## src/rtl/square_step_sched_if.sv

```systemverilog
// Handshake bundle between the frame/control side and the step scheduler.
// The master side drives the control pulses and mask; the scheduler drives the strobes and status.
interface square_step_sched_if #(
  parameter int N_SQ = 3
);
  logic            frame_start;
  logic            run_toggle;
  logic            step_req;
  logic            speed_up;
  logic            speed_down;
  logic [N_SQ-1:0] square_en;
  logic [N_SQ-1:0] step_en;
  logic            busy;
  logic            running;
  logic [2:0]      speed;
  logic            overrun;
  logic [15:0]     frame_cnt;

  modport master (
    output frame_start, run_toggle, step_req, speed_up, speed_down, square_en,
    input  step_en, busy, running, speed, overrun, frame_cnt
  );

  modport slave (
    input  frame_start, run_toggle, step_req, speed_up, speed_down, square_en,
    output step_en, busy, running, speed, overrun, frame_cnt
  );
endinterface

```

## src/rtl/square_step_sched.sv

```systemverilog
// Turns each vertical-blank pulse into a burst of gapped animate strobes for the square movers,
// with run/pause, single-step, speed control and sticky frame-overrun detection.
module square_step_sched #(
  parameter int N_SQ         = 3,
  parameter int MAX_SPEED    = 4,
  parameter bit RUN_AT_RESET = 1'b1
) (
  input logic               clk,
  input logic               rst,
  square_step_sched_if.slave bus
);
  typedef enum logic [1:0] {IDLE, ISSUE, GAP} state_t;

  state_t          state_reg, state_next;
  logic [2:0]      budget_reg, budget_next;
  logic            running_reg, running_next;
  logic            pending_reg, pending_next;
  logic [2:0]      speed_reg, speed_next;
  logic            overrun_reg, overrun_next;
  logic [15:0]     frame_cnt_reg, frame_cnt_next;
  logic [N_SQ-1:0] step_en_reg, step_en_next;
  logic            busy_reg, busy_next;
  logic            issue_next;

  always_ff @(posedge clk) begin
    if (rst) begin
      state_reg     <= IDLE;
      budget_reg    <= '0;
      running_reg   <= RUN_AT_RESET;
      pending_reg   <= 1'b0;
      speed_reg     <= 3'd1;
      overrun_reg   <= 1'b0;
      frame_cnt_reg <= '0;
      step_en_reg   <= '0;
      busy_reg      <= 1'b0;
    end else begin
      state_reg     <= state_next;
      budget_reg    <= budget_next;
      running_reg   <= running_next;
      pending_reg   <= pending_next;
      speed_reg     <= speed_next;
      overrun_reg   <= overrun_next;
      frame_cnt_reg <= frame_cnt_next;
      step_en_reg   <= step_en_next;
      busy_reg      <= busy_next;
    end
  end

  always_comb begin
    state_next     = state_reg;
    budget_next    = budget_reg;
    running_next   = running_reg;
    pending_next   = pending_reg;
    speed_next     = speed_reg;
    overrun_next   = overrun_reg;
    frame_cnt_next = frame_cnt_reg;

    unique case (state_reg)
      IDLE: begin
        if (bus.frame_start) begin
          frame_cnt_next = frame_cnt_reg + 16'd1;
          // Decision uses the pre-toggle running value sampled this cycle.
          if (running_reg) begin
            budget_next = speed_reg;
            state_next  = ISSUE;
          end else if (pending_reg) begin
            budget_next  = 3'd1;
            pending_next = 1'b0;
            state_next   = ISSUE;
          end
        end
      end
      ISSUE: begin
        budget_next = budget_reg - 3'd1;
        state_next  = GAP;
      end
      GAP: begin
        state_next = (budget_reg == 3'd0) ? IDLE : ISSUE;
      end
      default: state_next = IDLE;
    endcase

    if (bus.frame_start && (state_reg != IDLE))
      overrun_next = 1'b1;

    if (bus.step_req && !running_reg)
      pending_next = 1'b1;

    // Resuming discards any step still waiting for a frame.
    if (bus.run_toggle) begin
      running_next = !running_reg;
      if (!running_reg)
        pending_next = 1'b0;
    end

    if (bus.speed_up && !bus.speed_down && (speed_reg < 3'(MAX_SPEED)))
      speed_next = speed_reg + 3'd1;
    else if (bus.speed_down && !bus.speed_up && (speed_reg > 3'd1))
      speed_next = speed_reg - 3'd1;
  end

  assign issue_next = (state_next == ISSUE);
  assign busy_next  = (state_next != IDLE);

  // The mask is captured on the same edge that enters ISSUE, so each strobe sees a fresh mask.
  generate
    for (genvar gi = 0; gi < N_SQ; gi++) begin : g_strobe
      assign step_en_next[gi] = issue_next & bus.square_en[gi];
    end
  endgenerate

  assign bus.step_en   = step_en_reg;
  assign bus.busy      = busy_reg;
  assign bus.running   = running_reg;
  assign bus.speed     = speed_reg;
  assign bus.overrun   = overrun_reg;
  assign bus.frame_cnt = frame_cnt_reg;
endmodule

```

## src/flat_wrapper.sv

```systemverilog
// flat-port wrapper written by rule: the top's interface ports become plain ports
module square_step_sched_flat 
#(
  parameter int N_SQ         = 3,
  parameter int MAX_SPEED    = 4,
  parameter bit RUN_AT_RESET = 1'b1
)
  (clk, rst, bus_frame_start, bus_run_toggle, bus_step_req, bus_speed_up, bus_speed_down, bus_square_en, bus_step_en, bus_busy, bus_running, bus_speed, bus_overrun, bus_frame_cnt);
  square_step_sched_if #(.N_SQ(N_SQ)) bus_i ();
  input logic clk;
  input logic rst;
  input wire logic [$bits(bus_i.frame_start)-1:0] bus_frame_start;
  input wire logic [$bits(bus_i.run_toggle)-1:0] bus_run_toggle;
  input wire logic [$bits(bus_i.step_req)-1:0] bus_step_req;
  input wire logic [$bits(bus_i.speed_up)-1:0] bus_speed_up;
  input wire logic [$bits(bus_i.speed_down)-1:0] bus_speed_down;
  input wire logic [$bits(bus_i.square_en)-1:0] bus_square_en;
  output wire logic [$bits(bus_i.step_en)-1:0] bus_step_en;
  output wire logic [$bits(bus_i.busy)-1:0] bus_busy;
  output wire logic [$bits(bus_i.running)-1:0] bus_running;
  output wire logic [$bits(bus_i.speed)-1:0] bus_speed;
  output wire logic [$bits(bus_i.overrun)-1:0] bus_overrun;
  output wire logic [$bits(bus_i.frame_cnt)-1:0] bus_frame_cnt;
  assign bus_i.frame_start = bus_frame_start;
  assign bus_i.run_toggle = bus_run_toggle;
  assign bus_i.step_req = bus_step_req;
  assign bus_i.speed_up = bus_speed_up;
  assign bus_i.speed_down = bus_speed_down;
  assign bus_i.square_en = bus_square_en;
  assign bus_step_en = bus_i.step_en;
  assign bus_busy = bus_i.busy;
  assign bus_running = bus_i.running;
  assign bus_speed = bus_i.speed;
  assign bus_overrun = bus_i.overrun;
  assign bus_frame_cnt = bus_i.frame_cnt;
  square_step_sched #(.N_SQ(N_SQ), .MAX_SPEED(MAX_SPEED), .RUN_AT_RESET(RUN_AT_RESET)) u_core (.clk(clk), .rst(rst), .bus(bus_i));
endmodule
```

## config.mk

```make
export PLATFORM = sky130hd
export DESIGN_NAME = square_step_sched_flat
export DESIGN_NICKNAME = d
export VERILOG_FILES = /design/src/rtl/square_step_sched_if.sv /design/src/rtl/square_step_sched.sv /design/src/flat_wrapper.sv
export SDC_FILE = /design/constraint.sdc
export NUM_CORES = 1
export LEC_CHECK = 0
export CAP_MARGIN = 20
export CORE_MARGIN = 8
export CORE_UTILIZATION = 49
export DETAILED_ROUTE_END_ITERATION = 7
export PLACE_DENSITY = 0.81
export REMOVE_ABC_BUFFERS = 1
export SLEW_MARGIN = 20
export SYNTH_ARGS = -nofsm -noshare
export SYNTH_HDL_FRONTEND = slang
export SYNTH_SLANG_ARGS = --single-unit
```

## constraint.sdc

```tcl
create_clock -name clk -period 1.65 [get_ports clk]
set_input_delay 0.33 -clock clk [delete_from_list [all_inputs] [get_ports clk]]
set_output_delay 0.33 -clock clk [all_outputs]
set_load 0.005 [all_outputs]
```

==> impl_metrics.py <==
metrics = {
    "drt": {
        "route.detailed.drc": 0,
        "wl_mm": 3.19,
        "wl_per_cell_um": 13.1,
        "drt_first_pass_iters": 4,
        "via_per_inst": 5.33,
        "vias": 1301,
        "antenna_left": 0,
        "drtIter0Drc": 62,
    },
    "worst_setup_path": {
        "cp_cell_sequence": "clkdlybuf4s50_1",
        "r2r_cells": 4,
        "crit_buf_inv": 1,
        "cp_max_fo": 6,
        "cp.arrival_ps": 1270,
        "startpoint_type": "flip-flop",
        "r2r-end": "u_core.bus.frame_cnt[15]$_SDFFE_PP0P_",
        "end_kind": "output port",
        "path_class": "reg2out",
        "rr_startpoint": "u_core.bus.frame_cnt[5]$_SDFFE_PP0P_",
        "cp_top_family": "buffers and inverters",
        "cpPeakStageDelay_ps": 530,
        "r2r_slack_ps": 180,
        "cpMaxStageDelayCell": "clkdlybuf4s50_1",
        "worstPathRequired_ps": 1320,
    },
    "timing": {
        "skew_ps": 18.4,
        "max_clock_freq_mhz": 624,
        "max_slew_margin": 0.770,
        "tightest_slew_ps": 344,
        "setup_viol": 0,
        "period_needed_ps": 1600,
        "fin_setup_tns_ps": 0,
        "hold_viol": 0,
        "fin_crit_sh": 0.971,
        "drv_slew": 0,
    },
    "final_layout": {
        "antenna_cells": 0,
        "nets": 226,
        "final_core_util": 0.672,
        "stdcell_count": 244,
        "syn2layout_area_growth_pct": 35.1,
        "final_area_um2": 1980,
        "drive_above_1_share": 0.175,
        "largest_register_ff_count": 16,
    },
    "placement": {
        "io_buffers": 34,
        "postPlaceCellArea_um2": 1890,
        "dp_hpwl_mm": 2.45,
        "gp_congestion": 0.827,
        "dp_cells": 236,
    },
    "global_routing": {
        "grt_max_degree": 18,
        "grt_first_pass_wirelength_mm": 5.41,
        "track_usage": 0.130,
        "grt_pass1_vias": 1257,
        "grt_overflow": 0,
        "antenna_found_initial": 0,
    },
    "floorplanning": {
        "io_pins": 35,
        "die_h_um": 70.8,
        "initial_core_util": 0.497,
        "die_w_um": 70.8,
        "fp.dieArea_um2": 5010,
        "rows": 20,
        "core_area_um2": 2950,
    },
    "synth": {
        "synthesis.instances": 165,
        "async_flop_share": 0,
        "yosysSeqAreaShare": 0.422,
        "syn_area_um2": 1470,
        "synth_edf_count": 0,
        "yosysWarnings": 0,
        "synth-seq-cells": 31,
        "synth.avg_cell_area_um2": 8.90,
        "synth_cell_types": 41,
        "synthFlopType": "dfxtp_1",
    },
    "cts": {
        "cts-hold-fix-buffers": 0,
        "cts_root_buf": "clkbuf_4",
        "cts_buffer_depth": 2,
        "clk_pin_slew_worst_paths_ps": 100,
        "cts_made_buffers": 5,
        "cts.sinks": 31,
        "h-tree-depth": 2,
        "cts_tree": "yes",
        "clk_latency_ps": 330,
    },
    "outcome": {
        "status": "complete, no violations",
    },
    "power": {
        "power.leakage_nw": 0.770,
        "p_per_area_nw_per_um2": 806,
        "peakVddDrop_mv": 0.615,
    },
    "min_path": {
        "hold_depth": 2,
        "holdPathEnd": "u_core.bus.overrun$_SDFFE_PP0P_",
        "min_from": "u_core.bus.overrun$_SDFFE_PP0P_",
        "hp-class": "reg2reg",
    },
    "flow_run": {
        "max_cap_viol_count": 0,
    },
}
[through the flow]
step | power [mW] | hold slack, ps | setup WS [ps]
2_1_floorplan | 0.987 | 399 | -67.6
4_1_cts | 1.62 | 484 | 0.666
5_1_grt | 1.69 | 507 | -14.1
3_5_place_dp | 1.12 | 467 | -222
3_3_place_gp | 1.11 | 441 | -164
6_report | 1.60 | 472 | 47.2
[per-layer routing]
| layer | wire length (um) | global-route usage | up-vias |
|---|---|---|---|
| met5 | 0 | 0 | - |
| li1 | - | - | 661 |
| met3 | 231 | 0.0537 | 7 |
| met2 | 1590 | 0.221 | 35 |
| met1 | 1330 | 0.141 | 598 |
| met4 | 44 | 0.0462 | 0 |
[cell usage in the layout, fill, tap and decap left out, types with 2 or more instances in the layout]
cell,instances
clkdlybuf4s50_1,34
dfxtp_1,19
a21oi_1,18
nor2_1,16
dfxtp_2,11
buf_4,10
inv_1,9
nand2_1,8
or3_1,8
nand2b_1,7
nand3_1,6
o21ai_1,6
ha_1,6
xor2_1,5
clkbuf_4,5
xnor2_1,4
nand4_1,3
o21ai_0,3
and2_1,3
mux2i_1,2
o21bai_1,2
nand3b_1,2
o21a_1,2
clkbuf_8,2
[Yosys cell counts (all sizes together), types with 2 or more instances]
| library cell | number | share of area |
|---|---|---|
| nand4 | 5 | 0.036 |
| ha | 6 | 0.051 |
| nor2 | 16 | 0.041 |
| xor2 | 5 | 0.030 |
| nand2b | 7 | 0.030 |
| o21ai | 9 | 0.031 |
| nand3b | 2 | 0.010 |
| o21bai | 2 | 0.010 |
| or3 | 8 | 0.034 |
| and4 | 2 | 0.014 |
| inv | 9 | 0.023 |
| clkbuf | 2 | 0.0051 |
| mux2i | 2 | 0.014 |
| buf | 4 | 0.018 |
| and3 | 2 | 0.012 |
| a21oi | 18 | 0.061 |
| dfxtp | 31 | 0.42 |
| nand2 | 8 | 0.020 |
| o21a | 2 | 0.010 |
| nand3 | 6 | 0.020 |
| xnor2 | 4 | 0.024 |
| nor3b | 2 | 0.014 |
| and2 | 3 | 0.013 |
[cell type report]
type / instances / area (um^2)
fill: 235 / 968
multi-input combinational: 119 / 787
sequential: 31 / 638
timing repair buffer: 44 / 415
clock buffer: 8 / 68.8
tap: 33 / 41.3
inverter: 9 / 33.8
[report_power, final]
| group | leakage, nW | total (mW) | internal [mW] | switching [mW] |
|---|---|---|---|---|
| Combinational | 0.474 | 0.279 | 0.158 | 0.121 |
| Sequential | 0.257 | 0.833 | 0.790 | 0.0428 |
| Clock | 0.0386 | 0.489 | 0.251 | 0.238 |
| Total | 0.770 | 1.60 | 1.20 | 0.401 |
[worst max-delay path by stage]
stage / endpoint / cells past startpoint / startpoint / slack, ps
2_1_floorplan: u_core.bus.frame_cnt[11]$_SDFFE_PP0P_ / 4 / u_core.state_reg[0]$_SDFF_PP0_ / -70
3_3_place_gp: u_core.bus.frame_cnt[11]$_SDFFE_PP0P_ / 5 / bus_frame_start / -160
3_5_place_dp: u_core.bus.frame_cnt[11]$_SDFFE_PP0P_ / 5 / bus_frame_start / -220
4_1_cts: bus_frame_cnt[12] / 1 / u_core.bus.frame_cnt[12]$_SDFFE_PP0P_ / 0.7
5_1_grt: u_core.bus.frame_cnt[15]$_SDFFE_PP0P_ / 5 / bus_frame_start / -10
6_report: bus_frame_cnt[8] / 1 / u_core.bus.frame_cnt[8]$_SDFFE_PP0P_ / 50
[cell families (layout without fill, tap and decap cells)]
logic type | count (synthesis) | count (layout) | synth area share
multiplexers | 2 | 2 | 0.0136
AO/OA/AOI/OAI | 36 | 36 | 0.137
buffers and inverters | 15 | 61 | 0.0460
AND/OR/NAND/NOR | 66 | 66 | 0.276
flip-flops | 31 | 31 | 0.422
XOR/XNOR | 9 | 9 | 0.0537
adder cells (fa/ha/maj) | 6 | 6 | 0.0511
[what timing repair did]
item / in CTS / in global routing
resized for setup: 7 / 7
endpoints found under the setup margin: 7 / 7
buffers inserted: 0 / 0
pin swaps: 0 / 1
(Power assumes the default switching activity.)
